`src/rtl/viterbi_stream_decoder.sv`:
```
// Streaming log-domain Viterbi decoder: per-observation forward recursion,
// single-cycle final argmax, one-step-per-cycle traceback, then in-order path output.
module viterbi_stream_decoder #(
   parameter int N = 16,
   parameter int I = 3,
   parameter int K = 3,
   parameter int W = 20
) (
   input  logic                   clk,
   input  logic                   rst_n,
   input  logic                   start,
   input  logic [$clog2(N+1)-1:0] length,
   input  logic [$clog2(K)-1:0]   obs_in,
   input  logic                   obs_valid,
   output logic                   obs_ready,
   input  logic signed [W-1:0]    logA [0:I-1][0:I-1],
   input  logic signed [W-1:0]    logC [0:I-1],
   input  logic signed [W-1:0]    logB [0:I-1][0:K-1],
   output logic [$clog2(I)-1:0]   path_state,
   output logic [$clog2(N)-1:0]   path_idx,
   output logic                   path_valid,
   input  logic                   path_ready,
   output logic signed [W-1:0]    best_score,
   output logic                   busy,
   output logic                   done,
   output logic                   err
);
   localparam int LW = $clog2(N+1);
   localparam int IW = $clog2(N);
   localparam int SW = $clog2(I);
   localparam logic signed [W-1:0] SMAX = {1'b0, {(W-1){1'b1}}};
   localparam logic signed [W-1:0] SMIN = {1'b1, {(W-1){1'b0}}};

   localparam logic [2:0] S_IDLE  = 3'd0;
   localparam logic [2:0] S_FWD   = 3'd1;
   localparam logic [2:0] S_FINAL = 3'd2;
   localparam logic [2:0] S_BACK  = 3'd3;
   localparam logic [2:0] S_OUT   = 3'd4;

   logic [2:0]          state_q, state_d;
   logic [LW-1:0]       len_q, len_d;
   logic [LW-1:0]       t_q, t_d;
   logic [IW-1:0]       step_q, step_d;
   logic [IW-1:0]       outIdx_q, outIdx_d;
   logic signed [W-1:0] best_q, best_d;
   logic                done_q, done_d;
   logic                err_q, err_d;
   logic signed [W-1:0] delta_q [0:I-1];
   logic signed [W-1:0] delta_d [0:I-1];

   logic [SW-1:0]       psi_q [0:N-1][0:I-1];
   logic [SW-1:0]       path_q [0:N-1];

   logic signed [W-1:0] fwdBest [0:I-1];
   logic signed [W-1:0] fwdInit [0:I-1];
   logic signed [W-1:0] fwdStep [0:I-1];
   logic [SW-1:0]       fwdPsi [0:I-1];
   logic signed [W-1:0] cand;
   logic signed [W-1:0] finalScore;
   logic [SW-1:0]       finalIdx;
   logic [IW-1:0]       lastIdx;
   logic [IW-1:0]       tIdx;
   logic [IW-1:0]       stepM1;
   logic [SW-1:0]       backState;
   logic                accept;

   // Sum at W+1 bits; a disagreement between the top two bits means overflow.
   function automatic logic signed [W-1:0] sat(input logic signed [W-1:0] a,
                                               input logic signed [W-1:0] b);
      logic signed [W:0] sum;
      sum = {a[W-1], a} + {b[W-1], b};
      if (sum[W] != sum[W-1]) begin
         return sum[W] ? SMIN : SMAX;
      end
      return sum[W-1:0];
   endfunction

   assign accept    = (state_q == S_FWD) && obs_valid;
   assign lastIdx   = IW'(len_q - LW'(1));
   assign tIdx      = IW'(t_q);
   assign stepM1    = step_q - IW'(1);
   assign backState = psi_q[step_q][path_q[step_q]];

   // Strict greater-than keeps the lowest predecessor index on ties.
   always_comb begin
      cand = '0;
      for (int j = 0; j < I; j++) begin
         fwdBest[j] = sat(delta_q[0], logA[0][j]);
         fwdPsi[j]  = '0;
         for (int i = 1; i < I; i++) begin
            cand = sat(delta_q[i], logA[i][j]);
            if (cand > fwdBest[j]) begin
               fwdBest[j] = cand;
               fwdPsi[j]  = SW'(i);
            end
         end
         fwdInit[j] = sat(logC[j], logB[j][obs_in]);
         fwdStep[j] = sat(fwdBest[j], logB[j][obs_in]);
      end
   end

   always_comb begin
      finalIdx   = '0;
      finalScore = delta_q[0];
      for (int i = 1; i < I; i++) begin
         if (delta_q[i] > finalScore) begin
            finalScore = delta_q[i];
            finalIdx   = SW'(i);
         end
      end
   end

   always_comb begin
      state_d  = state_q;
      len_d    = len_q;
      t_d      = t_q;
      step_d   = step_q;
      outIdx_d = outIdx_q;
      best_d   = best_q;
      done_d   = 1'b0;
      err_d    = 1'b0;
      for (int j = 0; j < I; j++) begin
         delta_d[j] = delta_q[j];
      end
      case (state_q)
         S_IDLE: begin
            if (start) begin
               if (length == '0 || length > LW'(N)) begin
                  err_d  = 1'b1;
                  done_d = 1'b1;
               end else begin
                  state_d = S_FWD;
                  len_d   = length;
                  t_d     = '0;
               end
            end
         end
         S_FWD: begin
            if (obs_valid) begin
               for (int j = 0; j < I; j++) begin
                  delta_d[j] = (t_q == '0) ? fwdInit[j] : fwdStep[j];
               end
               t_d = t_q + LW'(1);
               if (t_d == len_q) begin
                  state_d = S_FINAL;
               end
            end
         end
         S_FINAL: begin
            best_d   = finalScore;
            outIdx_d = '0;
            step_d   = lastIdx;
            state_d  = (len_q == LW'(1)) ? S_OUT : S_BACK;
         end
         S_BACK: begin
            step_d = stepM1;
            if (step_q == IW'(1)) begin
               state_d = S_OUT;
            end
         end
         S_OUT: begin
            if (path_ready) begin
               if (outIdx_q == lastIdx) begin
                  state_d = S_IDLE;
                  done_d  = 1'b1;
               end else begin
                  outIdx_d = outIdx_q + IW'(1);
               end
            end
         end
         default: state_d = S_IDLE;
      endcase
   end

   always_ff @(posedge clk or negedge rst_n) begin
      if (!rst_n) begin
         state_q  <= S_IDLE;
         len_q    <= '0;
         t_q      <= '0;
         step_q   <= '0;
         outIdx_q <= '0;
         best_q   <= '0;
         done_q   <= 1'b0;
         err_q    <= 1'b0;
         for (int j = 0; j < I; j++) begin
            delta_q[j] <= '0;
         end
      end else begin
         state_q  <= state_d;
         len_q    <= len_d;
         t_q      <= t_d;
         step_q   <= step_d;
         outIdx_q <= outIdx_d;
         best_q   <= best_d;
         done_q   <= done_d;
         err_q    <= err_d;
         for (int j = 0; j < I; j++) begin
            delta_q[j] <= delta_d[j];
         end
      end
   end

   // Survivor and path memories are fully rewritten by each decode before use.
   always_ff @(posedge clk) begin
      if (accept && t_q != '0) begin
         for (int j = 0; j < I; j++) begin
            psi_q[tIdx][j] <= fwdPsi[j];
         end
      end
      if (state_q == S_FINAL) begin
         path_q[lastIdx] <= finalIdx;
      end
      if (state_q == S_BACK) begin
         path_q[stepM1] <= backState;
      end
   end

   assign obs_ready  = (state_q == S_FWD);
   assign path_valid = (state_q == S_OUT);
   assign busy       = (state_q != S_IDLE);
   assign path_state = (state_q == S_OUT) ? path_q[outIdx_q] : '0;
   assign path_idx   = outIdx_q;
   assign best_score = best_q;
   assign done       = done_q;
   assign err        = err_q;

endmodule
```
`config.mk`:
```
export PLATFORM = sky130hd
export DESIGN_NAME = viterbi_stream_decoder
export DESIGN_NICKNAME = d
export VERILOG_FILES = /design/src/rtl/viterbi_stream_decoder.sv
export SDC_FILE = /design/constraint.sdc
export NUM_CORES = 2
export LEC_CHECK = 0
export BUFFER_PORTS_ARGS = -buffer_cell sky130_fd_sc_hd__buf_4
export CAP_MARGIN = 20
export CORE_UTILIZATION = 40
export DETAILED_ROUTE_END_ITERATION = 10
export PLACE_DENSITY = 0.65
export SETUP_SLACK_MARGIN = 0.3
export SLEW_MARGIN = 20
export SYNTH_ARGS = -nofsm -noshare
export SYNTH_HDL_FRONTEND = slang
export SYNTH_SLANG_ARGS = --single-unit
```
`constraint.sdc`:
```
create_clock -name clk -period 15.01 [get_ports clk]
set_clock_uncertainty 0.2 [all_clocks]
set_input_delay 1.501 -clock clk [delete_from_list [all_inputs] [get_ports clk]]
set_output_delay 1.501 -clock clk [all_outputs]
set_load 0.01 [all_outputs]
```
### Yosys cells after proc, flatten, opt, wreduce, memory -nomap -nowiden

Memory sizes are Yosys's and may differ from the RTL's.
Cells that the tools add are included.

| cells by class | value |
|---|---|
| add/subtract/negate cells | 19 |
| $lt $le $gt $ge | 11 |
| equality and inequality tests | 31 |
| multiplexer cells | 124 |
| bitwise logic cells | 3 |
| reductions and logical operators | 17 |

Operators by type and width:

| cell | count |
|---|---|
| $mux 20 | 62 |
| $add 20x20->21 | 15 |
| $gt 20x20->1 | 8 |
| $bmux 20 s2 | 3 |
| $mux 1 | 31 |
| $mux 3 | 8 |
| $mux 2 | 8 |
| $pmux 4 s2 | 2 |
| $mux 5 | 3 |
| $ne 1x1->1 | 15 |
| $pmux 3 s5 | 1 |
| $mux 4 | 3 |
| $logic_not 5->1 | 2 |
| $ne 2x2->1 const B | 5 |
| $pmux 5 s2 | 1 |
| $sub 4x1->4 const B | 2 |
| $reduce_and 7->1 | 1 |
| $eq 3x2->1 const B | 2 |
| $ge 3x3->1 const B | 2 |
| $ne 2x1->1 const B | 3 |
| $not 2->3 | 2 |
| $reduce_and 3->1 | 2 |
| $reduce_bool 2->1 | 3 |
| $add 5x1->5 const B | 1 |
| 19 further kinds | 20 |

| word-level totals | value |
|---|---|
| register bits | 103 |
| memory bits (writable) | 128 |
| input port bits | 432 |
| output and inout port bits | 31 |
| logic and storage cells | 218 |
| memories | 2 |

Memory list:

| name | words | bits a word | read ports | clocked after Yosys merged registers in | wr ports | RTL line | source |
|---|---|---|---|---|---|---|---|
| psi_q | 16 | 6 | 1 | 0 | 1 | 51 | `logic [SW-1:0] psi_q [0:N-1][0:I-1];` |
| path_q | 16 | 2 | 2 | 0 | 1 | 52 | `logic [SW-1:0] path_q [0:N-1];` |

### Longest topological paths before layout

| depth | value |
|---|---|
| word-level depth | 13 |
| mapped depth | 51 |
| gate-level depth less buffers | 46 |

### Least setup slack after synthesis

Ideal clock, no wire load.

| timing | value |
|---|---|
| kind | input to register |
| from | input port logA[81] in the netlist's numbering |
| to | register delta_q[38] in the netlist's numbering |
| library setup time | 0.150 ns |
| data arrival time | 11.450 ns |
| required time | 14.660 ns |
| slack | 3.210 ns |
| cell stages on the path | 47 |
| path buffers | 4 |
| path through | ha_1 -> a211oi_1 -> o21bai_1 -> o41ai_2 -> o21ai_0 -> a21oi_1 -> a311oi_1 -> a21o_1 -> a21oi_1 -> xnor2_1 -> ha_1 -> clkbuf_1 -> inv_1 -> nor4_2 -> or3b_2 -> inv_1 -> ha_1 -> nand4_1 -> (+11 left out) -> o22a_1 -> o211ai_1 -> o211ai_1 -> o21ai_1 -> buf_2 -> mux2_2 -> ha_1 -> fa_1 -> a211oi_1 -> o21ai_1 -> o311a_1 -> o31ai_1 -> nand2_1 -> a32oi_1 -> nand2_2 -> buf_2 -> a21oi_1 -> a211oi_1 |

| on the way | value |
|---|---|
| longest elaborated chain between the ends | 13 |
| elaborated cells on any way between the ends | 17 |
| those cells by class | add/sub (2); order compare (2); eq/ne (2); mux (11) |

Ends and longest elaborated chain:

| element | RTL line | source |
|---|---|---|
| start, declared | 16 | `input logic signed [W-1:0] logA [0:I-1][0:I-1],` |
| $add 20x20->21 (*) | 71 | `sum = {a[W-1], a} + {b[W-1], b};` |
| $mux 20 or $ne 1x1->1 (tied branches) | 73, 72 |  |
| $mux 20 or $mux 1 (tied branches) | 72 | `if (sum[W] != sum[W-1]) begin` |
| $mux 20 (*) | 75 | `return sum[W-1:0];` |
| $gt 20x20->1 | 92 | `if (cand > fwdBest[j]) begin` |
| $mux 20 (*) | 92 |  |
| $gt 20x20->1 | 92 |  |
| $mux 20 (*) | 92 |  |
| $add 20x20->21 (*) | 71 |  |
| $mux 20 or $ne 1x1->1 (tied branches) | 73, 72 |  |
| $mux 20 or $mux 1 (tied branches) | 72 |  |
| $mux 20 (*) | 75 |  |
| $mux 20 (*) | 141 | `delta_d[j] = (t_q == '0) ? fwdInit[j] : fwdStep[j];` |
| end signal, assigned by index | 198 | `delta_q[j] <= delta_d[j];` |
| end, declared | 48 | `logic signed [W-1:0] delta_q [0:I-1];` |

Every way passes the cells marked *; elsewhere a longest branch is shown, timed or not. The select of a mux whose other input is x is not followed.
A chain may end at the register's enable or synchronous reset.

### Final worst setup path

| timing | value |
|---|---|
| from | input port logA[81] in the netlist's numbering |
| to | register delta_q[28] in the netlist's numbering |

The elaborated chain is that of the path after synthesis.

==> flow_summary.html <==
<table>
<tr><th>Metric</th><th>Value</th></tr>
<tr><th colspan="2">Timing</th></tr>
<tr><td>Measured slew at the worst slew-check pin</td><td>approximately 1.2 ns</td></tr>
<tr><td>Final critical-path share of the clock period</td><td>around nine tenths</td></tr>
<tr><td>Final number of hold-violating endpoints</td><td>0</td></tr>
<tr><td>Max-slew violation count</td><td>0</td></tr>
<tr><td>Max-slew headroom</td><td>17.49%</td></tr>
<tr><td>Final critical delay including setup and external delays</td><td>13.39 ns</td></tr>
<tr><td>Unrepaired setup endpoints after global routing</td><td>no</td></tr>
<tr><td>Setup_tns</td><td>0 ns</td></tr>
<tr><td>Total of endpoints with negative setup slack in the final report</td><td>0</td></tr>
<tr><td>Maximum operating frequency</td><td>74.67 MHz</td></tr>
<tr><th colspan="2">CTS</th></tr>
<tr><td>CTS sink cnt</td><td>about 230</td></tr>
<tr><td>Post-CTS Resized</td><td>0</td></tr>
<tr><td>Deepest level of the CTS H-tree</td><td>1</td></tr>
<tr><td>Setup Buffers After CTS</td><td>0</td></tr>
<tr><td>Library cell used as clock root buffer</td><td>clkbuf_16</td></tr>
<tr><td>TritonCTS clock tree</td><td>built</td></tr>
<tr><td>CTS Hold Buffers Added</td><td>0</td></tr>
<tr><td>Clock slew seen by the registers of the worst setup and hold paths</td><td>approximately 0.060 ns</td></tr>
<tr><td>Number of buffers on the longest clock path</td><td>3</td></tr>
<tr><td>Number of clock buffers inserted by TritonCTS</td><td>25</td></tr>
<tr><td>Clock latency on the worst-skew pair</td><td>0.59 ns</td></tr>
<tr><th colspan="2">Route</th></tr>
<tr><td>Ratio of routed vias to standard cells</td><td>6.007</td></tr>
<tr><td>Total Wirelength</td><td>130.1 mm</td></tr>
<tr><td>Starting DRC count in detailed routing</td><td>~2800</td></tr>
<tr><td>Antenna-violating nets left</td><td>0</td></tr>
<tr><td>DRC viols</td><td>0</td></tr>
<tr><td>Avg WL per Cell</td><td>23.76 µm</td></tr>
<tr><td>Number of detailed-route iterations in the first pass</td><td>8</td></tr>
<tr><td>Routed via count</td><td>32880</td></tr>
<tr><th colspan="2">Floorplan</th></tr>
<tr><td>Floorplan row count</td><td>105</td></tr>
<tr><td>Die Span X</td><td>291.3 µm</td></tr>
<tr><td>Die height</td><td>291.3 µm</td></tr>
<tr><td>Area of the die</td><td>84830 µm²</td></tr>
<tr><td>Placeable core region</td><td>about 83000 µm²</td></tr>
<tr><td>Starting density of the core</td><td>40.57%</td></tr>
<tr><td>Top-Level Pins</td><td>between 400 and 500</td></tr>
<tr><th colspan="2">Setup path</th></tr>
<tr><td>Register-to-register setup slack</td><td>1.76 ns</td></tr>
<tr><td>Source of the worst register-to-register timing path</td><td>delta_q[21]</td></tr>
<tr><td>Endpoint kind of the worst setup timing path</td><td>flop</td></tr>
<tr><td>Worst Path Class, Setup</td><td>input pin to flop</td></tr>
<tr><td>Capturing instance or port of the critical path</td><td>delta_q[28]</td></tr>
<tr><td>Slowest cell delay on critical path</td><td>0.86 ns</td></tr>
<tr><td>CP Launch Point</td><td>logA[81]</td></tr>
<tr><td>CP Data Required Time</td><td>15.26 ns</td></tr>
<tr><td>Cell with the most instances on the worst path</td><td>ha_1</td></tr>
<tr><td>Worst path arrival time</td><td>13.64 ns</td></tr>
<tr><td>Maximum fanout encountered on the critical timing path</td><td>36</td></tr>
<tr><td>Startpoint types</td><td>input pin</td></tr>
<tr><td>Cell depth of the worst flop-to-flop path</td><td>43</td></tr>
<tr><td>Reg-to-Reg End</td><td>delta_q[28]</td></tr>
<tr><td>Cell with the largest stage delay on the worst path</td><td>mux2i_4</td></tr>
<tr><th colspan="2">Yosys</th></tr>
<tr><td>Count of flip-flops with a built-in enable after synthesis</td><td>128</td></tr>
<tr><td>Synthesis-stage register bit count</td><td>231</td></tr>
<tr><td>Register area share after synthesis</td><td>between 10% and 20%</td></tr>
<tr><td>Primary flip-flop cell chosen by synthesis mapping</td><td>edfxtp_1</td></tr>
<tr><td>Number of warnings issued by yosys</td><td>0</td></tr>
<tr><td>Fraction of synthesis flops using an asynchronous set or reset pin</td><td>44.59%</td></tr>
<tr><td>Count of mapped cells out of synthesis</td><td>~4000</td></tr>
<tr><td>Synthesized netlist net count</td><td>4934</td></tr>
<tr><td>Mean cell area of the mapped netlist</td><td>8.373 µm²</td></tr>
<tr><td>Post-synthesis cell area</td><td>33470 µm²</td></tr>
<tr><td>Post-synthesis cell type count</td><td>113</td></tr>
<tr><th colspan="2">GRT</th></tr>
<tr><td>Number of antenna violations at the first check in global routing</td><td>5</td></tr>
<tr><td>Maximum number of pins on one net before global-route repair</td><td>64</td></tr>
<tr><td>Via count of the first global-routing pass</td><td>30980</td></tr>
<tr><td>Wire length of the first global-routing pass</td><td>190.5 mm</td></tr>
<tr><td>Aggregate global-route resource usage</td><td>29.61%</td></tr>
<tr><td>Sum of overflow across all layers after global routing</td><td>0</td></tr>
<tr><th colspan="2">Cells and area</th></tr>
<tr><td>Net count reported at finish</td><td>5321</td></tr>
<tr><td>Post-synthesis to final-layout area growth</td><td>16.34%</td></tr>
<tr><td>Fillcell total</td><td>roughly 8100</td></tr>
<tr><td>Footprint of the flip-flops and latches</td><td>6424 µm²</td></tr>
<tr><td>Area taken by multi-input logic gates</td><td>25750 µm²</td></tr>
<tr><td>Fraction of layout instances using a drive strength above 1</td><td>16.54%</td></tr>
<tr><th colspan="2">Run status</th></tr>
<tr><td>Status</td><td>complete, no violations</td></tr>
<tr><th colspan="2">Place</th></tr>
<tr><td>Routability Congestion</td><td>~1</td></tr>
<tr><td>Sum of net half-perimeters after detailed placement</td><td>104.9 mm</td></tr>
<tr><td>Count of buffers inserted at the top-level ports</td><td>462</td></tr>
<tr><th colspan="2">Worst hold path</th></tr>
<tr><td>Class of the most critical hold timing path</td><td>flop to flop</td></tr>
<tr><th colspan="2">Job</th></tr>
<tr><td>Max-cap violations</td><td>0</td></tr>
</table>
-- metrics by stage --
| stage | area [µm²] | instances | utilization (%) | hold WS, ns | setup WS [ns] |
|---|---|---|---|---|---|
| 2_1_floorplan | 33470 | 3997 | - | 0.3248 | 3.210 |
| 3_3_place_gp | 38030 | 5425 | 46.09 | 0.2854 | 1.365 |
| 3_5_place_dp | 38050 | 5426 | 46.12 | 0.2879 | 1.321 |
| 5_1_grt | 38940 | 5474 | 47.19 | 0.3240 | 0.7591 |
| 4_1_cts | 38890 | 5471 | 47.13 | 0.3019 | 1.849 |
| 6_report | 38940 | 5474 | 47.19 | 0.3027 | 1.618 |
-- sequential cells by signal, indices dropped and copies added, names as in the netlist --
register    count
best_score     20
done            1
psi_q          96
step_q          4
state_q         3
delta_q        60
t_q             5
path_idx        4
len_q           5
path_q         32
err             1
-- worst max-delay path, delay by kind of cell --
kind / cells / cell delay [ns]
AOI/OAI and AO/OA: 20 / 4.80
xor gates and xnor gates: 1 / 0.11
adders and majority gates: 5 / 2.05
buffers and inverters: 4 / 0.92
muxes: 3 / 1.52
and+or+nand+nor: 11 / 2.70
-- layout by cell type (no fill, tap or decap), drive strengths merged, types with 61 or more instances in the layout --
| cell type | synthesis | routed |
|---|---|---|
| a21o | 149 | 149 |
| a21oi | 334 | 334 |
| buf | 45 | 509 |
| dfrtp | 103 | 103 |
| edfxtp | 128 | 128 |
| ha | 490 | 490 |
| inv | 199 | 200 |
| mux2i | 123 | 123 |
| nand2 | 311 | 311 |
| nand3 | 70 | 70 |
| nor2 | 294 | 294 |
| nor3 | 103 | 103 |
| o21a | 80 | 80 |
| o21ai | 329 | 329 |
| o31ai | 61 | 61 |
| xnor2 | 142 | 142 |
| xor2 | 105 | 105 |
-- Yosys cell counts, drive strengths merged, types with 13 or more instances --
cell	instances	area (µm²)
a211oi	57	432.9
a21boi	14	105.1
a21o	149	1119
a21oi	334	1724
a2bb2oi	19	166.4
a31oi	46	302.8
and2	25	156.4
and3	32	205.2
buf	45	257.7
clkbuf	104	391.6
dfrtp	103	2577
edfxtp	128	3844
fa	15	300.3
ha	490	6131
inv	199	747.0
mux2	26	292.8
mux2i	123	1247
mux4	50	1126
nand2	311	1175
nand2b	60	375.4
nand3	70	350.3
nand4	45	281.5
nor2	294	1109
nor2b	41	256.5
nor3	103	525.5
nor3b	13	97.59
nor4	18	118.9
o211ai	54	410.4
o21a	80	600.6
o21ai	329	1677
o21bai	34	255.2
o221ai	24	216.5
o22a	21	183.9
o31a	16	141.4
o31ai	61	493.0
or2	23	143.9
or3	14	87.58
xnor2	142	1244
xor2	105	919.6
-- how the worst min path moves through the flow --
stage | startpoint | to | depth (start not counted)
3_5_place_dp | best_score[12] | best_score[12] | 2
6_report | best_score[14] | best_score[14] | 2
4_1_cts | best_score[12] | best_score[12] | 2
2_1_floorplan | len_q[4] | len_q[4] | 1
5_1_grt | best_score[8] | best_score[8] | 2
3_3_place_gp | best_score[14] | best_score[14] | 2
-- area by class of cell --
class | instances | share of cell area [%]
Multi-Input combinational cell | 3417 | 66.13
Sequential cell | 231 | 16.50
Timing Repair Buffer | 509 | 9.846
Tap cell | 1070 | 3.438
Inverter | 200 | 1.928
Clock buffer | 28 | 1.636
Clock inverter | 17 | 0.5141
Antenna cell | 2 | 0.01285
-- logic make-up (layout without fill, tap and decap cells) --
logic type | Yosys count | count (layout) | share of synthesized area (%)
xor+xnor | 247 | 247 | 6.464
buf+inv | 349 | 754 | 4.183
other cells | 0 | 2 | 0
simple gates | 1092 | 1092 | 15.66
mux | 199 | 199 | 7.967
flops | 231 | 231 | 19.19
compound gates | 1374 | 1374 | 27.33
fa+ha+maj | 505 | 505 | 19.22
-- metal layers --
layer / routed length [µm] / GRT usage (%) / vias up / part of all wire, %
li1: - / - / 15870 / -
met1: 53770 / 37.82 / 15460 / 41
met2: 58540 / 47.98 / 1314 / 45
met3: 10150 / 5.314 / 236 / 7.8
met4: 7595 / 14.48 / 2 / 5.8
met5: 13 / 0 / - / 0.010
Power is not shown: default switching activity piles up to over one toggle a cycle in this logic, so the estimate is an artifact.
